==> config.mk <==
export PLATFORM = sky130hd
export DESIGN_NAME = instruction_fetch_mem_flat
export DESIGN_NICKNAME = d
export VERILOG_FILES = /design/src/rtl/cpu_pkg.sv /design/src/rtl/instruction_fetch_mem_if.sv /design/src/rtl/imem_addr_check.sv /design/src/rtl/instruction_fetch_mem.sv /design/src/flat_wrapper.sv
export SDC_FILE = /design/constraint.sdc
export NUM_CORES = 2
export LEC_CHECK = 0
export CELL_PAD_IN_SITES_DETAIL_PLACEMENT = 0
export CELL_PAD_IN_SITES_GLOBAL_PLACEMENT = 1
export CORE_MARGIN = 2
export CORE_UTILIZATION = 50
export DETAILED_ROUTE_END_ITERATION = 12
export GPL_TIMING_DRIVEN = 0
export PLACE_DENSITY_LB_ADDON = 0.1
export SETUP_SLACK_MARGIN = 0.15
export SLEW_MARGIN = 30
export SYNTH_ARGS = -nofsm -noshare
export SYNTH_HDL_FRONTEND = slang
export SYNTH_HIERARCHICAL = 1
export SYNTH_SLANG_ARGS = --single-unit
==> constraint.sdc <==
create_clock -name clk -period 4.2 [get_ports clk]
set_input_delay 0.63 -clock clk [delete_from_list [all_inputs] [get_ports clk]]
set_output_delay 0.63 -clock clk [all_outputs]
set_load 0.01 [all_outputs]
==> src/rtl/cpu_pkg.sv <==
// cpu_pkg: shared FSM state, fault codes and default fault-return word for the instruction memory.
package cpu_pkg;
  typedef enum logic {ST_LOAD, ST_RUN} state_e;
  typedef enum logic [1:0] {FLT_NONE, FLT_RANGE, FLT_MISALIGN} fault_e;
  localparam logic [31:0] NOP_DEFAULT = 32'hD503201F;
endpackage

==> src/rtl/instruction_fetch_mem_if.sv <==
// instruction_fetch_mem_if: fetch request/response handshake bundle.
interface instruction_fetch_mem_if #(
  parameter int BITSIZE = 32,
  parameter int REGSIZE = 64
);
  logic req_valid;
  logic req_ready;
  logic [REGSIZE-1:0] req_addr;
  logic rsp_valid;
  logic rsp_ready;
  logic [BITSIZE-1:0] rsp_data;
  logic rsp_fault;
  modport master (output req_valid, req_addr, rsp_ready, input req_ready, rsp_valid, rsp_data, rsp_fault);
  modport slave (input req_valid, req_addr, rsp_ready, output req_ready, rsp_valid, rsp_data, rsp_fault);
endinterface

==> src/rtl/imem_addr_check.sv <==
// imem_addr_check: resolves an address to a word index and flags out-of-range or misaligned accesses.
module imem_addr_check
  import cpu_pkg::*;
#(
  parameter int REGSIZE = 64,
  parameter int DEPTH = 64,
  parameter bit BYTE_ADDR = 1'b0
) (
  input  logic [REGSIZE-1:0] addr,
  output logic [$clog2(DEPTH)-1:0] idx,
  output fault_e fault
);
  logic [REGSIZE-1:0] word;
  always_comb begin
    word = BYTE_ADDR ? addr >> 2 : addr;
    idx = word[$clog2(DEPTH)-1:0];
    // full-width compare so high address bits fault instead of wrapping
    fault = (BYTE_ADDR && addr[1:0] != 2'b00) ? FLT_MISALIGN : (word >= REGSIZE'(DEPTH)) ? FLT_RANGE : FLT_NONE;
  end
endmodule

==> src/rtl/instruction_fetch_mem.sv <==
// instruction_fetch_mem: loadable instruction memory with a LOAD/RUN FSM and a registered fetch port.
module instruction_fetch_mem
  import cpu_pkg::*;
#(
  parameter int BITSIZE = 32,
  parameter int REGSIZE = 64,
  parameter int DEPTH = 64,
  parameter bit BYTE_ADDR = 1'b0,
  parameter logic [31:0] NOP_WORD = NOP_DEFAULT
) (
  input  logic clk,
  input  logic rst_n,
  input  logic ld_start,
  input  logic ld_en,
  input  logic [REGSIZE-1:0] ld_addr,
  input  logic [BITSIZE-1:0] ld_data,
  input  logic ld_done,
  output logic ld_err,
  output logic running,
  instruction_fetch_mem_if.slave bus
);
  localparam int AW = $clog2(DEPTH);
  state_e state_q, state_d;
  logic [BITSIZE-1:0] mem [DEPTH];
  logic [AW-1:0] f_idx, l_idx;
  fault_e f_flt, l_flt;
  logic accept, wr, ld_bad;
  imem_addr_check #(.REGSIZE(REGSIZE), .DEPTH(DEPTH), .BYTE_ADDR(BYTE_ADDR)) u_fetch_chk (
    .addr(bus.req_addr), .idx(f_idx), .fault(f_flt)
  );
  imem_addr_check #(.REGSIZE(REGSIZE), .DEPTH(DEPTH), .BYTE_ADDR(BYTE_ADDR)) u_load_chk (
    .addr(ld_addr), .idx(l_idx), .fault(l_flt)
  );
  always_comb begin
    state_d = ld_start ? ST_LOAD : ld_done ? ST_RUN : state_q;
    running = state_q == ST_RUN;
    bus.req_ready = running && (!bus.rsp_valid || bus.rsp_ready);
    accept = bus.req_valid && bus.req_ready;
    wr = !running && ld_en && l_flt == FLT_NONE;
    ld_bad = !running && ld_en && l_flt != FLT_NONE;
  end
  always_ff @(posedge clk or negedge rst_n) begin
    if (!rst_n) begin
      state_q <= ST_LOAD;
      ld_err <= 1'b0;
      bus.rsp_valid <= 1'b0;
      bus.rsp_data <= '0;
      bus.rsp_fault <= 1'b0;
    end else begin
      state_q <= state_d;
      ld_err <= ld_bad;
      // ld_start flushes any held or just-accepted response
      bus.rsp_valid <= !ld_start && (accept || (bus.rsp_valid && !bus.rsp_ready));
      if (accept) begin
        bus.rsp_data <= (f_flt == FLT_NONE) ? mem[f_idx] : BITSIZE'(NOP_WORD);
        bus.rsp_fault <= f_flt != FLT_NONE;
      end
    end
  end
  always_ff @(posedge clk) if (wr) mem[l_idx] <= ld_data;
endmodule

==> src/flat_wrapper.sv <==
// flat-port wrapper written by rule: the top's interface ports become plain ports
module instruction_fetch_mem_flat import cpu_pkg::*;
#(
  parameter int BITSIZE = 32,
  parameter int REGSIZE = 64,
  parameter int DEPTH = 64,
  parameter bit BYTE_ADDR = 1'b0,
  parameter logic [31:0] NOP_WORD = NOP_DEFAULT
)
  (clk, rst_n, ld_start, ld_en, ld_addr, ld_data, ld_done, ld_err, running, bus_req_valid, bus_req_addr, bus_rsp_ready, bus_req_ready, bus_rsp_valid, bus_rsp_data, bus_rsp_fault);
  instruction_fetch_mem_if #(.BITSIZE(BITSIZE), .REGSIZE(REGSIZE)) bus_i ();
  input  logic clk;
  input  logic rst_n;
  input  logic ld_start;
  input  logic ld_en;
  input  logic [REGSIZE-1:0] ld_addr;
  input  logic [BITSIZE-1:0] ld_data;
  input  logic ld_done;
  output logic ld_err;
  output logic running;
  input wire logic [$bits(bus_i.req_valid)-1:0] bus_req_valid;
  input wire logic [$bits(bus_i.req_addr)-1:0] bus_req_addr;
  input wire logic [$bits(bus_i.rsp_ready)-1:0] bus_rsp_ready;
  output wire logic [$bits(bus_i.req_ready)-1:0] bus_req_ready;
  output wire logic [$bits(bus_i.rsp_valid)-1:0] bus_rsp_valid;
  output wire logic [$bits(bus_i.rsp_data)-1:0] bus_rsp_data;
  output wire logic [$bits(bus_i.rsp_fault)-1:0] bus_rsp_fault;
  assign bus_i.req_valid = bus_req_valid;
  assign bus_i.req_addr = bus_req_addr;
  assign bus_i.rsp_ready = bus_rsp_ready;
  assign bus_req_ready = bus_i.req_ready;
  assign bus_rsp_valid = bus_i.rsp_valid;
  assign bus_rsp_data = bus_i.rsp_data;
  assign bus_rsp_fault = bus_i.rsp_fault;
  instruction_fetch_mem #(.BITSIZE(BITSIZE), .REGSIZE(REGSIZE), .DEPTH(DEPTH), .BYTE_ADDR(BYTE_ADDR), .NOP_WORD(NOP_WORD)) u_core (.clk(clk), .rst_n(rst_n), .ld_start(ld_start), .ld_en(ld_en), .ld_addr(ld_addr), .ld_data(ld_data), .ld_done(ld_done), .ld_err(ld_err), .running(running), .bus(bus_i));
endmodule
=== Word level (Yosys, flattened, before mapping) ===
Memory sizes are Yosys's and may differ from the RTL's.
Index checks and enable logic that the tools add are counted.
W data, S select, Z words.

* Flip-flop bits (word level): 36
* Word-level logic and storage cells: 33
* Memories kept: 1
* Latch bits: 0
* Bits in read-only memories: 0
* Memory bits (writable): 2,048
* Output and inout port bits: 37
* Input port bits: 167

{| class="wikitable"
|+ Memories
! name !! depth !! bits a word !! read ports !! clocked after Yosys merged registers in !! wr ports !! RTL line !! RTL
|-
| u_core.mem || 64 || 32 || 1 || 0 || 1 || instruction_fetch_mem.sv:24 || <nowiki>logic [BITSIZE-1:0] mem [DEPTH];</nowiki>
|}

* Magnitude comparators: 2
* $mul: 0
* Mux-type cells: 7
* Add/subtract/negate cells: 0
* Shift-type cells: 0
* Bitwise logic cells: 0
* Reduce and logical (&&, ||, !) cells: 18
* Equal/unequal tests: 0
* Div/mod/pow operators: 0

{| class="wikitable"
|+ Operator list
! operator !! number
|-
| $ge A64 B7 Y1 const B || 2
|-
| $mux W32 || 1
|-
| $logic_and A1 B1 Y1 || 7
|-
| $mux W1 || 6
|-
| $reduce_bool A2 Y1 || 3
|-
| $logic_not A1 Y1 || 4
|-
| $logic_not A2 Y1 || 2
|-
| $logic_or A1 B1 Y1 || 2
|}

=== Depth between registers and ports, before layout ===
* Word-level depth: 6
* Gate-level depth with buffers: 11
* Mapped depth without buffers: 8

=== Modules after synthesis ===
The synthesis kept the hierarchy.

{| class="wikitable"
|+ By module, submodules not included
! module !! instances !! sequential area each (um^2) !! area an instance (um^2) !! cells an instance
|-
| instruction_fetch_mem || 1 || 62,399.8 || 79,741.5 || 3,436
|-
| imem_addr_check || 2 || 0.0 || 185.2 || 28
|}

=== Worst setup path before layout ===
No wires, ideal clock.

* Kind: input port to flip-flop
* From: input port ld_addr[54]
* To: memory u_core.mem[63][0], enable pin
* Data required time: 3,779 ps
* Setup time: 421 ps
* Stages on the path: 6
* Setup slack: 21 ps
* Path buffers: 0
* Data arrival time: 3,758 ps
* Path through: nor4_1 nand4_1 or4_1 nor4b_1 nand3_1 nor2_1

* Cells in the longest elaborated chain, start to end: 6

{| class="wikitable"
|+ RTL lines
! item !! RTL line !! RTL
|-
| start, declared || flat_wrapper.sv:16 || <nowiki>input logic [REGSIZE-1:0] ld_addr;</nowiki>
|-
| $ge A64 B7 Y1 || imem_addr_check.sv:18 || <nowiki>fault = (BYTE_ADDR && addr[1:0] != 2'b00) ? FLT_MISALIGN : (word >= REGSIZE'(DEPTH)) ? FLT_RANGE : FLT_NONE;</nowiki>
|-
| $mux W1 || imem_addr_check.sv:18 ||
|-
| named net u_core.l_flt[0] || instruction_fetch_mem.sv:26 || <nowiki>fault_e f_flt, l_flt;</nowiki>
|-
| $logic_not A2 Y1 || instruction_fetch_mem.sv:39 || <nowiki>wr = !running && ld_en && l_flt == FLT_NONE;</nowiki>
|-
| $logic_and A1 B1 Y1 || instruction_fetch_mem.sv:39 ||
|-
| $mux W1 || instruction_fetch_mem.sv:60 || <nowiki>always_ff @(posedge clk) if (wr) mem[l_idx] <= ld_data;</nowiki>
|-
| $mux W1 (implied by the code) || instruction_fetch_mem.sv:60 ||
|-
| end, declared || instruction_fetch_mem.sv:24 ||
|}

The timed path passes the listed nets, and every way through them passes these cells.

=== Final worst setup path ===
* From: input port ld_addr[63]
* To: memory u_core.mem[37][26], enable pin

Same word-level chain as after synthesis.

==> metrics.md <==
| Metric | Value |
|---|---|
| Status | complete, no violations |
| Crit path max fanout | 9 |
| EDFF count, synth | 2048 |
| Internal power | 33.6 mW |
| Final core utilization | 0.610 |
| Core ar. | 159000 µm² |
| Maximum VDD drop | 0.000480 V |
| Drt pass-1 iters | 6 |
| Post-synthesis simple-gate area fraction | 0.0212 |
| Power Density | 442 nW/µm² |
| Flop pwr share | 0.534 |
| Fraction of layout cells with a size suffix above 1 | 0.311 |
| Cell area after synthesis | 80100 µm² |
| Slew headroom | 0.263 |
| Vias per cell | 6.87 |
| CTS Buf Count | 205 |
| H-tree depth | 4 |
| FP Rows | 146 |
| Initial antenna violation count | 9 |
| Syn Area/Cell | 22.9 µm² |
| Max Fclk | 240 MHz |
| Register area share after synthesis | 0.779 |
| Main synth FF type | edfxtp_1 |
| GP Congestion | 0.908 |
| Switching share of power | 0.213 |
| Ports | 204 |
| Mux contribution to synthesized area | 0.165 |
| Final Power | 42.8 mW |
| Slew Limit Fails | 0 |
| DIE WIDTH | 404 µm |
| Fin Clk Skew | 32.2 ps |
| DRC viols | 0 |
| Antenna Nets Post-Route | 0 |
| Design Area, Final | 96800 µm² |
| Net Switching | 9.13 mW |
| Count of final setup violators | 0 |
| Leak | 30.7 nW |
| Die height | 404 µm |
| Largest family of logic cells by synthesized area | multiplexers |
| Cells after DPL | 5965 |
| Tmin final | 4160 ps |
| Port bufs | 191 |
| Syn_nets | 3659 |
| First-pass GRT wire length | 365000 µm |
| Async SR Flop Fraction | 0.0173 |
| CTS tree | yes |
| Syn Inst Count | 3492 |
| GRT Total Usage | 0.337 |
| CTS sink cnt | 2084 |
| Clock share of power | 0.414 |
| Vias | 43700 |
| Non-Filler Instances | 6365 |
| Post-route clock period utilization | 0.991 |
| Slew @ Worst Pin | 1110 ps |
| # Max-Cap Violations | 0 |
| DR WL/cell | 42.9 µm |
| Compound-Gate Fraction of Synth Area | 0.0192 |
| Syn. warnings | 6 |
| Die area | 163000 µm² |
| Clock Latency Late Sink | 840 ps |
| Final setup TNS | 0 ps |
| Initial DRC Count | 7344 |
| Dpl hpwl | 193000 µm |
| Post-Place Cell Area | 90200 µm² |
| Worst setup EP type | flop |
| Final wirelength | 273000 µm |
| Critical path class | input port to flop |
| Final hold viol count | 0 |
| Xor/xnor share of the synthesized area | 0 |
| Unrepaired setup endpoints after global routing | true |
| Layout area overhead | 20.8% |
| Synthesized-area fraction occupied by adder cells | 0 |
| Gate power share | 0.053 |
| Nets | 4282 |
| Netlist cell types | 62 |
| Largest net degree at the start of global routing | 65 |
| Initial Utilization | 0.505 |
| Clock transition at the registers of the reported paths | 60 ps |
| Critical Path AT | 4690 ps |
| Seq cells post-synth | 2084 |
| Vias in the first global route | 42600 |
| GRT overflow | 0 |
| Max Root-Sink Buffers | 3 |
| Hold WC Path Type | input port to flop |
| Critical Path RT | 4730 ps |
| Crit path launch type | input port |
| Root buffer selected by CTS | clkbuf_16 |
-- stage by stage --
| stage | setup WS (ps) | hold slack (ps) |
|---|---|---|
| detailed placement | -1500 | 539 |
| finish | 37.5 | 87.4 |
| CTS | 136 | 30.4 |
| floorplan | 21.1 | 334 |
| global route | 6.32 | 73.8 |
| global placement | -4460 | 530 |
-- layer usage --
layer  part of all wire  GRT usage
met2               0.46      0.517
met5            0.00010          0
met3               0.12     0.0816
met1               0.37      0.471
met4              0.046      0.135
-- timing repair --
action / in CTS / in global routing
pin swaps: 8 / 1
hold endpoints to repair: 14 / 0
hold buffers: 1 / 0
endpoints found under the setup margin: 1063 / 180
setup buffers: 8 / 6
resized for setup: 10 / 1
-- area by class of cell --
cell class / instances / area [µm²]
timing repair buffer: 416 / 7090
antenna: 4 / 10.0
clock inverter: 116 / 887
sequential: 2084 / 62400
tap: 2072 / 2590
buffer: 199 / 1260
multi-input combinational: 1205 / 17000
fill: 10800 / 62000
inverter: 4 / 15.0
clock buffer: 265 / 5490
-- flip-flops by register name, summed over array words and instances (netlist names) --
| name | cells |
|---|---|
| u_core/ld_err | 1 |
| u_core/bus.rsp_data | 32 |
| u_core/mem | 2048 |
| u_core/bus.rsp_valid | 1 |
| u_core/bus.rsp_fault | 1 |
| u_core/running | 1 |
-- power by group through the flow --
stage / clock network, mW / logic (mW) / registers [mW]
after CTS: 17.9 / 2.22 / 22.8
final: 17.7 / 2.25 / 22.8
after global routing: 18.6 / 2.31 / 22.8
after global placement: 0 / 2.09 / 23.3
after detailed placement: 0 / 2.21 / 23.3
after floorplan: 0 / 1.03 / 23.3
-- worst paths after layout --
check	from	end	slack, ps	cells after the start
worst max-delay path	ld_addr[63]	u_core/mem[37][26]$_DFFE_PP_	40	9
worst min-delay path	ld_data[8]	u_core/mem[10][8]$_DFFE_PP_	90	1
worst max register to register	u_core/running$_DFFE_PN0P_	u_core/mem[37][26]$_DFFE_PP_	370	6
worst min register to register	u_core/bus.rsp_data[19]$_DFFE_PN0P_	u_core/bus.rsp_data[19]$_DFFE_PN0P_	550	2
max in group asynchronous	rst_n	u_core/bus.rsp_data[13]$_DFFE_PN0P_	3360	3
min in group asynchronous	rst_n	u_core/bus.rsp_data[12]$_DFFE_PN0P_	260	2
-- worst max-delay path: stages --
cell,delay [ps]
clkdlybuf4s50_1,460
nor4_1,320
nand4_1,170
or4_1,660
nor4b_2,640
nand2_1,690
nor2_4,680
buf_16,240
buf_8,180
-- layout by cell type, fill, tap and decap left out, drive strengths merged, types with 5 or more instances in the layout --
master	n
o32ai	5
nand4	11
a221oi	17
mux2	17
nand2	88
clkdlybuf4s50	158
inv	9
and2	7
a211oi	20
mux4	536
a22o	9
o211ai	9
nor3	30
clkbuf	318
mux2i	96
nor4	35
o221ai	16
nor2b	12
nor3b	7
a21oi	9
buf	403
a22oi	26
nand2b	6
a2111oi	13
o21ai	18
nor2	108
bufinv	13
dfrtp	36
o22ai	27
nand3	24
clkinv	95
edfxtp	2048
-- cells in the mapped netlist (20+ instances only) --
cell type / number / area [µm²]
a211oi_1: 20 / 150
edfxtp_1: 2048 / 61500
nor2_1: 108 / 405
nor3_1: 30 / 150
buf_6: 35 / 394
dfrtp_1: 36 / 901
clkbuf_1: 53 / 199
buf_4: 38 / 285
o22ai_1: 27 / 169
a22oi_1: 26 / 195
nand3_1: 24 / 120
nand2_1: 88 / 330
nor4_1: 32 / 200
buf_2: 64 / 320
mux2i_1: 96 / 961
mux4_2: 536 / 12100
-- logic make-up (layout without fill, tap and decap cells) --
family / after synthesis / after routing
compound gates: 204 / 204
buf+inv: 203 / 1000
flops: 2084 / 2084
mux: 649 / 649
other cells: 2 / 6
simple gates: 350 / 350
Note: power is estimated with default switching activity, not from simulation.
